==> src/rtl/wb_uart_tx_if.sv <==
// wb_uart_tx_if: Wishbone classic bus bundle between the intercon master and the UART transmitter slave
interface wb_uart_tx_if;
  logic        wb_cyc_i;
  logic        wb_stb_i;
  logic        wb_we_i;
  logic [31:0] wb_adr_i;
  logic [31:0] wb_dat_i;
  logic [3:0]  wb_sel_i;
  logic [31:0] wb_dat_o;
  logic        wb_ack_o;
  modport master (output wb_cyc_i, wb_stb_i, wb_we_i, wb_adr_i, wb_dat_i, wb_sel_i, input wb_dat_o, wb_ack_o);
  modport slave (input wb_cyc_i, wb_stb_i, wb_we_i, wb_adr_i, wb_dat_i, wb_sel_i, output wb_dat_o, wb_ack_o);
endinterface

==> src/rtl/wb_uart_tx.sv <==
// wb_uart_tx: Wishbone classic slave that queues bytes in a FIFO and sends them as 8N1 UART frames
module wb_uart_tx #(
  parameter int          FIFO_DEPTH = 16,
  parameter logic [15:0] DIV_RESET  = 16'd868
) (
  input  logic        clk_i,
  input  logic        rst_i,
  wb_uart_tx_if.slave wb,
  output logic        tx_o,
  output logic        irq_o
);
  localparam int AW = (FIFO_DEPTH > 1) ? $clog2(FIFO_DEPTH) : 1;
  localparam int LW = $clog2(FIFO_DEPTH + 1);
  typedef enum logic [1:0] {IDLE, START, DATA, STOP} state_t;
  state_t      r_state, w_state;
  logic [7:0]  r_mem [FIFO_DEPTH];
  logic [AW-1:0] r_wp, r_rp;
  logic [LW-1:0] r_lvl;
  logic [15:0] r_div, r_bdiv, w_bdiv, r_cnt, w_cnt, w_div_eff;
  logic [2:0]  r_idx, w_idx;
  logic [7:0]  r_sh, w_sh;
  logic        r_ie, r_ovf, r_ack, r_irq;
  logic [31:0] r_dat, w_rd, w_status;
  logic        w_req, w_wr, w_push, w_pop, w_acc, w_full, w_empty, w_busy, w_tick;
  logic [1:0]  w_reg;
  logic        w_unused;
  assign w_unused  = &{1'b0, wb.wb_adr_i[31:4], wb.wb_adr_i[1:0], wb.wb_dat_i[31:16], wb.wb_sel_i[3:2]};
  assign w_reg     = wb.wb_adr_i[3:2];
  assign w_req     = wb.wb_cyc_i & wb.wb_stb_i & ~r_ack;
  assign w_wr      = w_req & wb.wb_we_i;
  assign w_full    = r_lvl == LW'(FIFO_DEPTH);
  assign w_empty   = r_lvl == '0;
  assign w_busy    = r_state != IDLE;
  assign w_push    = w_wr & (w_reg == 2'd0) & wb.wb_sel_i[0];
  // a full FIFO still takes the byte when the transmitter pops in the same cycle
  assign w_acc     = w_push & (~w_full | w_pop);
  assign w_div_eff = (r_div < 16'd2) ? 16'd2 : r_div;
  assign w_tick    = r_cnt == r_bdiv - 16'd1;
  assign w_status  = (32'(r_lvl) << 8) | {28'h0, r_ovf, w_busy, w_empty, w_full};
  assign w_rd      = (w_reg == 2'd1) ? w_status :
                     (w_reg == 2'd2) ? {16'h0, r_div} :
                     (w_reg == 2'd3) ? {31'h0, r_ie} : 32'h0;
  assign tx_o         = (r_state == START) ? 1'b0 : (r_state == DATA) ? r_sh[0] : 1'b1;
  assign irq_o        = r_irq;
  assign wb.wb_ack_o  = r_ack;
  assign wb.wb_dat_o  = r_dat;
  // frame sequencer: each state lasts one latched divisor period per bit; STOP chains straight into the next START
  always_comb begin
    w_state = r_state;
    w_cnt   = r_cnt + 16'd1;
    w_idx   = r_idx;
    w_sh    = r_sh;
    w_bdiv  = r_bdiv;
    w_pop   = 1'b0;
    case (r_state)
      IDLE: begin
        w_cnt = '0;
        if (!w_empty) begin
          w_pop   = 1'b1;
          w_state = START;
        end
      end
      START: if (w_tick) begin
        w_cnt   = '0;
        w_idx   = '0;
        w_state = DATA;
      end
      DATA: if (w_tick) begin
        w_cnt   = '0;
        w_idx   = r_idx + 3'd1;
        w_sh    = r_sh >> 1;
        w_state = (r_idx == 3'd7) ? STOP : DATA;
      end
      STOP: if (w_tick) begin
        w_cnt   = '0;
        w_pop   = ~w_empty;
        w_state = w_empty ? IDLE : START;
      end
      default: w_state = IDLE;
    endcase
    if (w_pop) begin
      w_sh   = r_mem[r_rp];
      w_bdiv = w_div_eff;
    end
  end
  // sequencer registers; reset abandons any frame in progress
  always_ff @(posedge clk_i) begin
    if (rst_i) begin
      r_state <= IDLE;
      r_cnt   <= '0;
      r_idx   <= '0;
      r_sh    <= '0;
      r_bdiv  <= 16'd2;
    end else begin
      r_state <= w_state;
      r_cnt   <= w_cnt;
      r_idx   <= w_idx;
      r_sh    <= w_sh;
      r_bdiv  <= w_bdiv;
    end
  end
  // FIFO storage, written only for accepted bytes
  always_ff @(posedge clk_i) begin
    if (w_acc) r_mem[r_wp] <= wb.wb_dat_i[7:0];
  end
  // FIFO pointers and level; pointers wrap naturally at the power-of-two depth
  always_ff @(posedge clk_i) begin
    if (rst_i) begin
      r_wp  <= '0;
      r_rp  <= '0;
      r_lvl <= '0;
    end else begin
      r_wp  <= r_wp + AW'(w_acc);
      r_rp  <= r_rp + AW'(w_pop);
      r_lvl <= r_lvl + LW'(w_acc) - LW'(w_pop);
    end
  end
  // bus acknowledge, registered read data, control registers and interrupt
  always_ff @(posedge clk_i) begin
    if (rst_i) begin
      r_ack <= 1'b0;
      r_dat <= '0;
      r_div <= DIV_RESET;
      r_ie  <= 1'b0;
      r_ovf <= 1'b0;
      r_irq <= 1'b0;
    end else begin
      r_ack <= w_req;
      r_dat <= (w_req && !wb.wb_we_i) ? w_rd : 32'h0;
      r_irq <= r_ie & w_empty & ~w_busy;
      if (w_push && w_full && !w_pop) r_ovf <= 1'b1;
      else if (w_wr && w_reg == 2'd1 && wb.wb_sel_i[0] && wb.wb_dat_i[3]) r_ovf <= 1'b0;
      if (w_wr && w_reg == 2'd2 && wb.wb_sel_i[0]) r_div[7:0] <= wb.wb_dat_i[7:0];
      if (w_wr && w_reg == 2'd2 && wb.wb_sel_i[1]) r_div[15:8] <= wb.wb_dat_i[15:8];
      if (w_wr && w_reg == 2'd3 && wb.wb_sel_i[0]) r_ie <= wb.wb_dat_i[0];
    end
  end
endmodule
==> src/flat_wrapper.sv <==
// flat-port wrapper written by rule: the top's interface ports become plain ports
module wb_uart_tx_flat 
#(
  parameter int          FIFO_DEPTH = 16,
  parameter logic [15:0] DIV_RESET  = 16'd868
)
  (clk_i, rst_i, tx_o, irq_o, wb_wb_cyc_i, wb_wb_stb_i, wb_wb_we_i, wb_wb_adr_i, wb_wb_dat_i, wb_wb_sel_i, wb_wb_dat_o, wb_wb_ack_o);
  wb_uart_tx_if wb_i ();
  input  logic clk_i;
  input  logic rst_i;
  output logic tx_o;
  output logic irq_o;
  input wire logic [$bits(wb_i.wb_cyc_i)-1:0] wb_wb_cyc_i;
  input wire logic [$bits(wb_i.wb_stb_i)-1:0] wb_wb_stb_i;
  input wire logic [$bits(wb_i.wb_we_i)-1:0] wb_wb_we_i;
  input wire logic [$bits(wb_i.wb_adr_i)-1:0] wb_wb_adr_i;
  input wire logic [$bits(wb_i.wb_dat_i)-1:0] wb_wb_dat_i;
  input wire logic [$bits(wb_i.wb_sel_i)-1:0] wb_wb_sel_i;
  output wire logic [$bits(wb_i.wb_dat_o)-1:0] wb_wb_dat_o;
  output wire logic [$bits(wb_i.wb_ack_o)-1:0] wb_wb_ack_o;
  assign wb_i.wb_cyc_i = wb_wb_cyc_i;
  assign wb_i.wb_stb_i = wb_wb_stb_i;
  assign wb_i.wb_we_i = wb_wb_we_i;
  assign wb_i.wb_adr_i = wb_wb_adr_i;
  assign wb_i.wb_dat_i = wb_wb_dat_i;
  assign wb_i.wb_sel_i = wb_wb_sel_i;
  assign wb_wb_dat_o = wb_i.wb_dat_o;
  assign wb_wb_ack_o = wb_i.wb_ack_o;
  wb_uart_tx #(.FIFO_DEPTH(FIFO_DEPTH), .DIV_RESET(DIV_RESET)) u_core (.clk_i(clk_i), .rst_i(rst_i), .wb(wb_i), .tx_o(tx_o), .irq_o(irq_o));
endmodule
==> config.mk <==
export PLATFORM = sky130hd
export DESIGN_NAME = wb_uart_tx_flat
export DESIGN_NICKNAME = d
export VERILOG_FILES = /design/src/rtl/wb_uart_tx_if.sv /design/src/rtl/wb_uart_tx.sv /design/src/flat_wrapper.sv
export SDC_FILE = /design/constraint.sdc
export NUM_CORES = 1
export LEC_CHECK = 0
export BUFFER_PORTS_ARGS = -buffer_cell sky130_fd_sc_hd__buf_2
export CORE_UTILIZATION = 40
export CTS_BUF_LIST = sky130_fd_sc_hd__clkbuf_4 sky130_fd_sc_hd__clkbuf_8
export CTS_CLUSTER_DIAMETER = 200
export CTS_CLUSTER_SIZE = 8
export DETAILED_ROUTE_END_ITERATION = 8
export HOLD_SLACK_MARGIN = 0.12
export SETUP_SLACK_MARGIN = 0.05
export SYNTH_ARGS = -nofsm -noshare
export SYNTH_HDL_FRONTEND = slang
export SYNTH_SLANG_ARGS = --single-unit
==> constraint.sdc <==
create_clock -name clk_i -period 5.85 [get_ports clk_i]
set_input_delay 0.8775 -clock clk_i [delete_from_list [all_inputs] [get_ports clk_i]]
set_output_delay 0.8775 -clock clk_i [all_outputs]
set_load 0.005 [all_outputs]
==> impl_metrics.env, run 1 <==
export IMPL_power_density_nw_per_um2=360.5
export IMPL_drtPass1Iterations=5
export IMPL_fin_skew_ns=0.01703
export IMPL_status="completed"
export IMPL_grt_pass1_wl_um=31510
export IMPL_clock_path_buffers=3
export IMPL_worstPathArrival_ns=5.06
export IMPL_peakVddDrop_mv=0.2468
export IMPL_drv_cap=0
export IMPL_setup_violations=0
export IMPL_min_path_cells=1
export IMPL_cts_made_buffers=31
export IMPL_gp_congestion=0.7850
export IMPL_synth_seq_cells=222
export IMPL_clock_latency_ns=0.57
export IMPL_antennaDiodeCount=0
export IMPL_drive_gt1_share_pct=22.28
export IMPL_syn2layout_area_growth_pct=12.39
export IMPL_grt_overflow=0
export IMPL_initial_core_util_pct=40.80
export IMPL_via_count=5842
export IMPL_drtAntennaViolNets=0
export IMPL_seq_area_frac_synth_pct=59.61
export IMPL_yosysUniqueCellTypes=65
export IMPL_antenna_found_initial=0
export IMPL_cts_tree="built"
export IMPL_grt_usage_pct=16.71
export IMPL_syn_area_per_cell_um2=13.12
export IMPL_max_clock_freq_mhz=218.5
export IMPL_dp_hpwl_um=13450
export IMPL_post_cts_buffers=0
export IMPL_slowest_delay_ns=0.55
export IMPL_rsz0062_at_grt="no"
export IMPL_criticalPathCategory="reg -> reg"
export IMPL_ys_flop_type="edfxtp_1"
export IMPL_ys_warn_count=0
export IMPL_ys_async_sr_fraction_pct=0
export IMPL_hold_viol_final=0
export IMPL_tns_ns=0
export IMPL_cpMostUsedCell="inv_1"
export IMPL_power_leakage_nw=3.868
export IMPL_first_iter_violations=406
export IMPL_synth_area_um2=9605
export IMPL_path_clk_slew_ns=0.07
export IMPL_dp_cells=1076
export IMPL_slew_headroom_pct=33.48
export IMPL_viasPerCell=5.184
export IMPL_final_common_cell="edfxtp_1"
export IMPL_die_area_um2=24640
export IMPL_synth_xor_area_share_pct=3.465
export IMPL_grt_util_met3_pct=2.533
export IMPL_placed_area_um2=10210
export IMPL_tightestPinTransition_ns=0.9977
export IMPL_seq_area_um2=5727
export IMPL_crit_required_ns=6.34
export IMPL_wl_per_cell_um=17.61
export IMPL_core_area_um2=23540
export IMPL_multi_input_area_um2=3616
export IMPL_synth_mux_area_share_pct=12.24
export IMPL_num_rows=56
export IMPL_cts_sinks=222
export IMPL_die_x_um=157.0
export IMPL_grt_max_degree=50
export IMPL_htreeDepth=1
export IMPL_layout_setup_ws_ns=1.273
export IMPL_io_buffers=43
export IMPL_period_needed_ns=4.577
export IMPL_layout_cells_non_filler=1127
export IMPL_use_met2_pct=28.06
export IMPL_syn_instance_count=732
export IMPL_holdWs_ns=0.4741
export IMPL_critPathMaxFanout=18
export IMPL_crit_path_top_delay_cell="a21boi_4"
export IMPL_ioPinCount=108
export IMPL_grt_busiest_layer="met2"
export IMPL_design_area_um2=10800
export IMPL_cts_root_buffer="clkbuf_8"
export IMPL_worstRegToRegCells=18
export IMPL_synth_enable_flop_cells=128
export IMPL_yosysTopAreaCellShare_pct=40.02
export IMPL_synth_top_family_by_area="multiplexers"
export IMPL_synth_compound_area_share_pct=6.682
export IMPL_finalCritPeriodShare_pct=78.25
export IMPL_hp_class="reg -> reg"
export IMPL_startpoint_type="flop"
export IMPL_drv_slew=0
export IMPL_yosys_area_share_simple_pct=11.55
export IMPL_synth_top_area_cell="edfxtp_1"
export IMPL_critPathCaptureType="flop"
export IMPL_path_cells="inv_1 -> ha_1 -> nor4b_1 -> nand3_1 -> a2111oi_0 -> a211oi_2 -> a41o_1 -> buf_4 -> a21boi_4 -> nor2_1 -> ha_1 -> inv_1 -> fa_1 -> inv_1 -> a21oi_1 -> nor2_1 -> or3_1 -> a21oi_1"
export IMPL_synthTopCellsByArea="edfxtp_1 (40%), dfxtp_1 (20%), mux4_2 (9.4%)"
export IMPL_dp_slack_ns=1.329
export IMPL_wl_um=19850
export IMPL_chipHeight_um=157.0
export IMPL_final_cell_mix="edfxtp_1 (128), dfxtp_1 (93), nor2_1 (54)"
export IMPL_met1_usage_pct=22.59
export IMPL_hold_buffers=0
export IMPL_fill_cells=2187
export IMPL_remaining_drc_errors=0
export IMPL_grt_pass1_vias=5672
export IMPL_yosys_area_share_adder_pct=2.553
export IMPL_cts_resized=0
export IMPL_fin_nets=882
-- kinds of logic (layout without fill, tap and decap cells) --
logic type | Yosys count | in the layout
flops | 222 | 222
simple gates | 211 | 211
compound gates | 97 | 97
buf+inv | 77 | 138
mux | 67 | 67
xor+xnor | 38 | 38
fa+ha+maj | 19 | 19
other cells | 1 | 16
-- metrics by stage --
step | utilization [%] | power, mW
finish | 45.85 | 3.892
global route | 45.85 | 4.121
CTS | 45.85 | 3.942
detailed placement | 43.36 | 2.763
global placement | 43.36 | 2.759
floorplan | - | 2.554
-- layout make-up --
class	instances	area share [%]
Timing Repair Buffer	66	3.593
Tap cell	319	3.697
Inverter	21	0.7302
Sequential cell	222	53.05
Clock buffer	50	5.331
Clock inverter	1	0.1043
Multi-Input combinational cell	448	33.50
-- synth_stat cells, drive strengths merged (2+ instances only) --
cell type and instances:
or3 4, o31ai 7, nand4 5, inv 20
nand2 32, xor2 25, a31oi 4, o21ai 24
a21oi 31, and3 8, a21boi 2, clkbuf 26
xnor2 13, or2 4, nand2b 2, a21o 2
o211ai 5, o32ai 2, dfxtp 94, nor2b 14
and2 7, ha 18, mux2i 26, nand3 34
a2111oi 2, edfxtp 128, a211oi 2, o31a 2
nor2 54, mux4 40, a22o 3, nand3b 3
nor3 15, nor4b 11, and4 4, nor4 11
buf 30
-- sequential cells by signal, summed over array words and instances (netlist names) --
name and flops:
u_core.r_idx 3, u_core.r_state 2, u_core.r_rp 4, u_core.r_bdiv 16
u_core.r_sh 8, u_core.r_wp 4, u_core.r_ie 1, u_core.wb.wb_ack_o 1
u_core.r_div 16, u_core.r_lvl 5, u_core.r_ovf 1, u_core.r_cnt 16
u_core.r_mem 128, u_core.wb.wb_dat_o 16, u_core.irq_o 1
-- metal layers --
metal  part of all wire (%)  wire [um]
met5                      0          0
met4                    1.8        367
met3                    3.2        634
met2                     49       9714
met1                     46       9128
-- critical path: cells and delay by family, from the launching register on --
kind	cells	cell delay [ns]
buffers and inverters	4	0.41
AOI/OAI and AO/OA	6	1.79
DFF	1	0.36
adders and majority gates	3	0.67
and+or+nand+nor	5	1.26
-- power breakdown --
group / leakage [nW] / switching [mW] / internal, mW / total, mW
logic: 1.64 / 0.553 / 0.396 / 0.948
clock network: 0.319 / 0.555 / 0.615 / 1.17
registers: 1.91 / 0.0581 / 1.72 / 1.77
-- path summary, 6_finish.rpt --
kind / startpoint / slack (ns) / to
worst min register to register: u_core.r_ovf$_SDFFE_PP0P_ / 0.47 / u_core.wb.wb_dat_o[3]$_SDFF_PP0_
worst max register to register: u_core.r_bdiv[0]$_SDFFE_PP0N_ / 1.27 / u_core.r_lvl[4]$_SDFF_PP0_
worst min-delay path: u_core.r_ovf$_SDFFE_PP0P_ / 0.47 / u_core.wb.wb_dat_o[3]$_SDFF_PP0_
worst max-delay path: u_core.r_bdiv[0]$_SDFFE_PP0N_ / 1.27 / u_core.r_lvl[4]$_SDFF_PP0_
(Power assumes the default switching activity.)
==> run 2: changes to the inputs <==
clock period = 4.09 ns   (was 5.85 ns; I/O delays follow)
==> impl_metrics.env, run 2 (synthesized netlist as in run 1, its figures left out) <==
export IMPL_status="completed"
export IMPL_hold_viol_final=0
export IMPL_cts_sinks=222
export IMPL_hold_buffers=0
export IMPL_cts_tree="built"
export IMPL_tightestPinTransition_ns=1.045
export IMPL_tns_ns=0
export IMPL_finalCritPeriodShare_pct=89.40
export IMPL_ioPinCount=108
export IMPL_max_clock_freq_mhz=273.5
export IMPL_antenna_found_initial=0
export IMPL_antennaDiodeCount=0
export IMPL_slew_headroom_pct=30.30
export IMPL_largest_register_ffs=128
export IMPL_drive_gt1_share_pct=23.87
export IMPL_final_common_cell="edfxtp_1"
export IMPL_io_buffers=43
export IMPL_holdWs_ns=0.2799
export IMPL_htreeDepth=1
export IMPL_drtAntennaViolNets=0
export IMPL_rsz0062_at_grt="no"
export IMPL_remaining_drc_errors=0
export IMPL_setup_violations=0
export IMPL_fin_nets=891
export IMPL_worstRegToRegCells=19
export IMPL_dp_hpwl_um=13690
export IMPL_via_count=5857
export IMPL_post_route_util_pct=46.38
export IMPL_power_leakage_nw=3.927
export IMPL_drv_slew=0
export IMPL_die_area_um2=24640
export IMPL_clock_latency_ns=0.57
export IMPL_period_needed_ns=3.657
export IMPL_path_clk_slew_ns=0.06
export IMPL_viasPerCell=5.156
export IMPL_cts_root_buffer="clkbuf_8"
export IMPL_placed_area_um2=10290
export IMPL_gp_congestion=0.8140
export IMPL_grt_pass1_wl_um=31970
export IMPL_grt_pass1_vias=5827
export IMPL_die_x_um=157.0
export IMPL_peakVddDrop_mv=0.2840
export IMPL_final_cell_mix="edfxtp_1 (128), dfxtp_1 (93), nor2_1 (54)"
export IMPL_criticalPathCategory="reg -> reg"
export IMPL_drv_cap=0
export IMPL_cts_made_buffers=31
export IMPL_crit_start="u_core.r_bdiv[1]$_SDFFE_PP1N_"
export IMPL_critPathMaxFanout=6
export IMPL_worstPathArrival_ns=4.15
export IMPL_post_cts_buffers=0
export IMPL_clock_path_buffers=3
export IMPL_design_area_um2=10920
export IMPL_r2r_setup_slack_ns=0.43
export IMPL_grt_max_degree=49
export IMPL_syn2layout_area_growth_pct=13.66
export IMPL_fin_skew_ns=0.01183
export IMPL_drtPass1Iterations=4
export IMPL_regToRegEndpoint="u_core.r_lvl[4]$_SDFF_PP0_"
export IMPL_grt_overflow=0
export IMPL_startpoint_type="flop"
export IMPL_critPathCaptureType="flop"
export IMPL_r2r_start="u_core.r_bdiv[1]$_SDFFE_PP1N_"
export IMPL_wl_um=19820
export IMPL_core_area_um2=23540
export IMPL_chipHeight_um=157.0
export IMPL_crit_required_ns=4.58
export IMPL_worstSetupEndpoint="u_core.r_lvl[4]$_SDFF_PP0_"
export IMPL_wl_per_cell_um=17.45
export IMPL_hp_class="in -> reg"
export IMPL_num_rows=56
export IMPL_initial_core_util_pct=40.80
export IMPL_grt_usage_pct=16.72
export IMPL_power_density_nw_per_um2=518.2
export IMPL_top_register="u_core.r_mem"
export IMPL_first_iter_violations=399
-- run 2: per-stage QoR --
stage | power, mW | setup WS [ns] | instances
after floorplan | 3.653 | 0.3035 | 747
after global routing | 5.999 | 0.04964 | 1136
final | 5.658 | 0.4334 | 1136
after detailed placement | 4.028 | 0.04438 | 1085
after CTS | 5.711 | 0.2242 | 1136
after global placement | 4.011 | 0.2086 | 1085
-- run 2: worst min-delay path by stage --
stage	startpoint	endpoint	slack [ns]	depth (start not counted)
after floorplan	u_core.r_ovf$_SDFFE_PP0P_	u_core.wb.wb_dat_o[3]$_SDFF_PP0_	0.44	1
after global placement	u_core.r_ovf$_SDFFE_PP0P_	u_core.wb.wb_dat_o[3]$_SDFF_PP0_	0.47	1
after detailed placement	u_core.r_ovf$_SDFFE_PP0P_	u_core.wb.wb_dat_o[3]$_SDFF_PP0_	0.47	1
after CTS	wb_wb_dat_i[8]	u_core.r_div[8]$_SDFFE_PP1P_	0.25	3
after global routing	wb_wb_dat_i[9]	u_core.r_div[9]$_SDFFE_PP1P_	0.26	3
final	wb_wb_dat_i[9]	u_core.r_div[9]$_SDFFE_PP1P_	0.28	3
-- run 2: cell type report --
class	instances	area, um^2
multi-input cells	448	3659
clock inverters	1	11.26
fillers	2152	12620
flip-flops and latches	222	5727
well taps	319	399.1
inverters	21	78.83
clock buffers	50	575.6
repair buffers	75	467.9
-- run 2: critical path, cell delays in order (launching register included) --
cell and delay (ns):
dfxtp_1 0.34, inv_1 0.07, ha_2 0.22, nor4b_4 0.27, nand3_1 0.18, a2111oi_1 0.43, a211oi_2 0.11, a41o_1 0.29
nand2_1 0.09, inv_1 0.07, ha_1 0.27, inv_1 0.04, ha_1 0.20, inv_1 0.07, fa_1 0.20, inv_1 0.05
a21oi_1 0.15, nor2_1 0.06, or3_1 0.33, a21oi_1 0.15
-- run 2: where the power goes --
| part | leakage (nW) | switching [mW] | internal [mW] |
|---|---|---|---|
| sequential | 1.91 | 0.105 | 2.45 |
| clock | 0.319 | 0.781 | 0.880 |
| combinational | 1.69 | 0.803 | 0.635 |
| total | 3.93 | 1.69 | 3.97 |
-- run 2: timing repair --
item                                   CTS  global route
setup endpoints to repair                1             1
pin swaps                                0             2
gates resized for setup                  1             7
endpoints found under the hold margin    0             0
-- run 2: metal layers --
layer / global-route usage (%) / part of all wire, %
met1: 22.23 / 45
met2: 28.63 / 50
met3: 2.533 / 3.1
met4: 4.015 / 1.3
met5: 0 / 0
==> run 3: changes to the inputs <==
CORE_UTILIZATION = 55   (was 40)
GPL_ROUTABILITY_DRIVEN = 0   (was default)
GPL_TIMING_DRIVEN = 0   (was default)
PLACE_DENSITY = 0.79   (was default)
==> impl_metrics.env, run 3 (synthesized netlist as in run 1, its figures left out) <==
export IMPL_grt_overflow=0
export IMPL_ioPinCount=108
export IMPL_via_count=6421
export IMPL_cts_made_buffers=31
export IMPL_antenna_found_initial=0
export IMPL_met1_usage_pct=31.30
export IMPL_remaining_drc_errors=0
export IMPL_critPathMaxFanout=10
export IMPL_io_buffers=43
export IMPL_die_x_um=134.2
export IMPL_seq_area_um2=5728
export IMPL_grt_usage_pct=24.63
export IMPL_cts_root_buffer="clkbuf_8"
export IMPL_antennaDiodeCount=0
export IMPL_fin_nets=933
export IMPL_num_rows=47
export IMPL_drtPass1Iterations=5
export IMPL_startpoint_type="flop"
export IMPL_critPathCaptureType="flop"
export IMPL_criticalPathCategory="reg -> reg"
export IMPL_fin_skew_ns=0.02404
export IMPL_rsz0062_at_grt="yes"
export IMPL_first_iter_violations=510
export IMPL_setup_violations=0
export IMPL_final_cell_mix="edfxtp_1 (128), dfxtp_1 (92), nor2_1 (54)"
export IMPL_syn2layout_area_growth_pct=14.88
export IMPL_crit_required_ns=4.26
export IMPL_drv_slew=0
export IMPL_die_area_um2=18000
export IMPL_drtAntennaViolNets=0
export IMPL_fill_cells=1178
export IMPL_grt_max_degree=19
export IMPL_power_leakage_nw=4.017
export IMPL_top_register="u_core.r_mem"
export IMPL_largest_register_ffs=128
export IMPL_hold_buffers=0
export IMPL_hold_viol_final=0
export IMPL_min_path_cells=3
export IMPL_finalCritPeriodShare_pct=98.41
export IMPL_slew_headroom_pct=6.423
export IMPL_power_density_nw_per_um2=530.6
export IMPL_tightestPinTransition_ns=1.393
export IMPL_peakVddDrop_mv=0.4193
export IMPL_cts_sinks=222
export IMPL_dp_hpwl_um=15250
export IMPL_layout_cells_non_filler=1078
export IMPL_period_needed_ns=4.025
export IMPL_grt_pass1_wl_um=34170
export IMPL_dp_cells=1019
export IMPL_clock_latency_ns=0.58
export IMPL_max_clock_freq_mhz=248.4
export IMPL_grt_busiest_layer="met2"
export IMPL_drv_cap=0
export IMPL_htreeDepth=1
export IMPL_cts_tree="built"
export IMPL_clock_path_buffers=3
export IMPL_multi_input_area_um2=3721
export IMPL_tns_ns=0
export IMPL_grt_pass1_vias=6488
export IMPL_post_route_util_pct=65.61
export IMPL_final_common_cell="edfxtp_1"
export IMPL_worstPathArrival_ns=4.20
export IMPL_core_area_um2=16820
export IMPL_wl_um=21690
export IMPL_viasPerCell=5.956
export IMPL_drive_gt1_share_pct=25.41
export IMPL_worstRegToRegCells=11
export IMPL_wl_per_cell_um=20.12
export IMPL_status="completed"
export IMPL_grt_util_met3_pct=3.175
export IMPL_hp_class="in -> reg"
export IMPL_report_power_total_mw=5.855
export IMPL_path_clk_slew_ns=0.06
export IMPL_initial_core_util_pct=57.11
export IMPL_use_met2_pct=43.87
export IMPL_chipHeight_um=134.2
==> run 3: repair_timing <==
item,4_1_cts,5_1_grt
buffers inserted,4,7
setup endpoints to repair,62,43
resized for setup,10,20
pin swaps,4,4
gates cloned,0,0
==> run 3: layout make-up <==
type	count	area share, %
clock buffers	48	5.023
clock inverters	2	0.1361
well taps	220	2.495
plain buffers	53	2.619
flip-flops and latches	222	51.91
repair buffers	64	3.356
inverters	21	0.7370
multi-input cells	448	33.72
==> run 3: metal layers <==
| layer | up-vias | wire length (um) |
|---|---|---|
| met5 | - | 0 |
| met4 | 0 | 539 |
| met1 | 3169 | 8717 |
| li1 | 2925 | - |
| met2 | 280 | 11160 |
| met3 | 47 | 1279 |
==> run 3: final timing paths <==
check        slack, ns                     startpoint                               end
max reg2reg       0.06  u_core.r_bdiv[5]$_SDFFE_PP0N_      u_core.r_mem[2][0]$_DFFE_PP_
min reg2reg       0.47      u_core.r_ovf$_SDFFE_PP0P_  u_core.wb.wb_dat_o[3]$_SDFF_PP0_
max               0.06  u_core.r_bdiv[5]$_SDFFE_PP0N_      u_core.r_mem[2][0]$_DFFE_PP_
min               0.26                 wb_wb_dat_i[9]      u_core.r_div[9]$_SDFFE_PP1P_
==> run 3: stage by stage <==
stage	area, um^2	setup WS (ns)	hold WS (ns)
2_1_floorplan	9662	0.3035	0.4426
3_3_place_gp	10150	-0.6509	0.4596
3_5_place_dp	10270	-0.5212	0.4616
4_1_cts	10910	0.05035	0.2462
5_1_grt	11030	-0.07342	0.2594
6_report	11030	0.06488	0.2570
==> run 3: worst max-delay path, stage by stage, from the launching register on <==
cell	delay (ns)
dfxtp_1	0.30
buf_4	0.16
or4_4	0.54
buf_6	0.15
o41ai_2	0.31
o32ai_2	0.14
mux2i_2	0.29
a41o_1	0.23
buf_6	0.15
a21boi_4	0.07
buf_6	0.19
nor3_1	1.09
==> run 3: power by group <==
group,internal [mW],switching [mW]
Combinational,0.732,0.948
Clock,0.851,0.784
Sequential,2.45,0.0860
Total,4.04,1.82
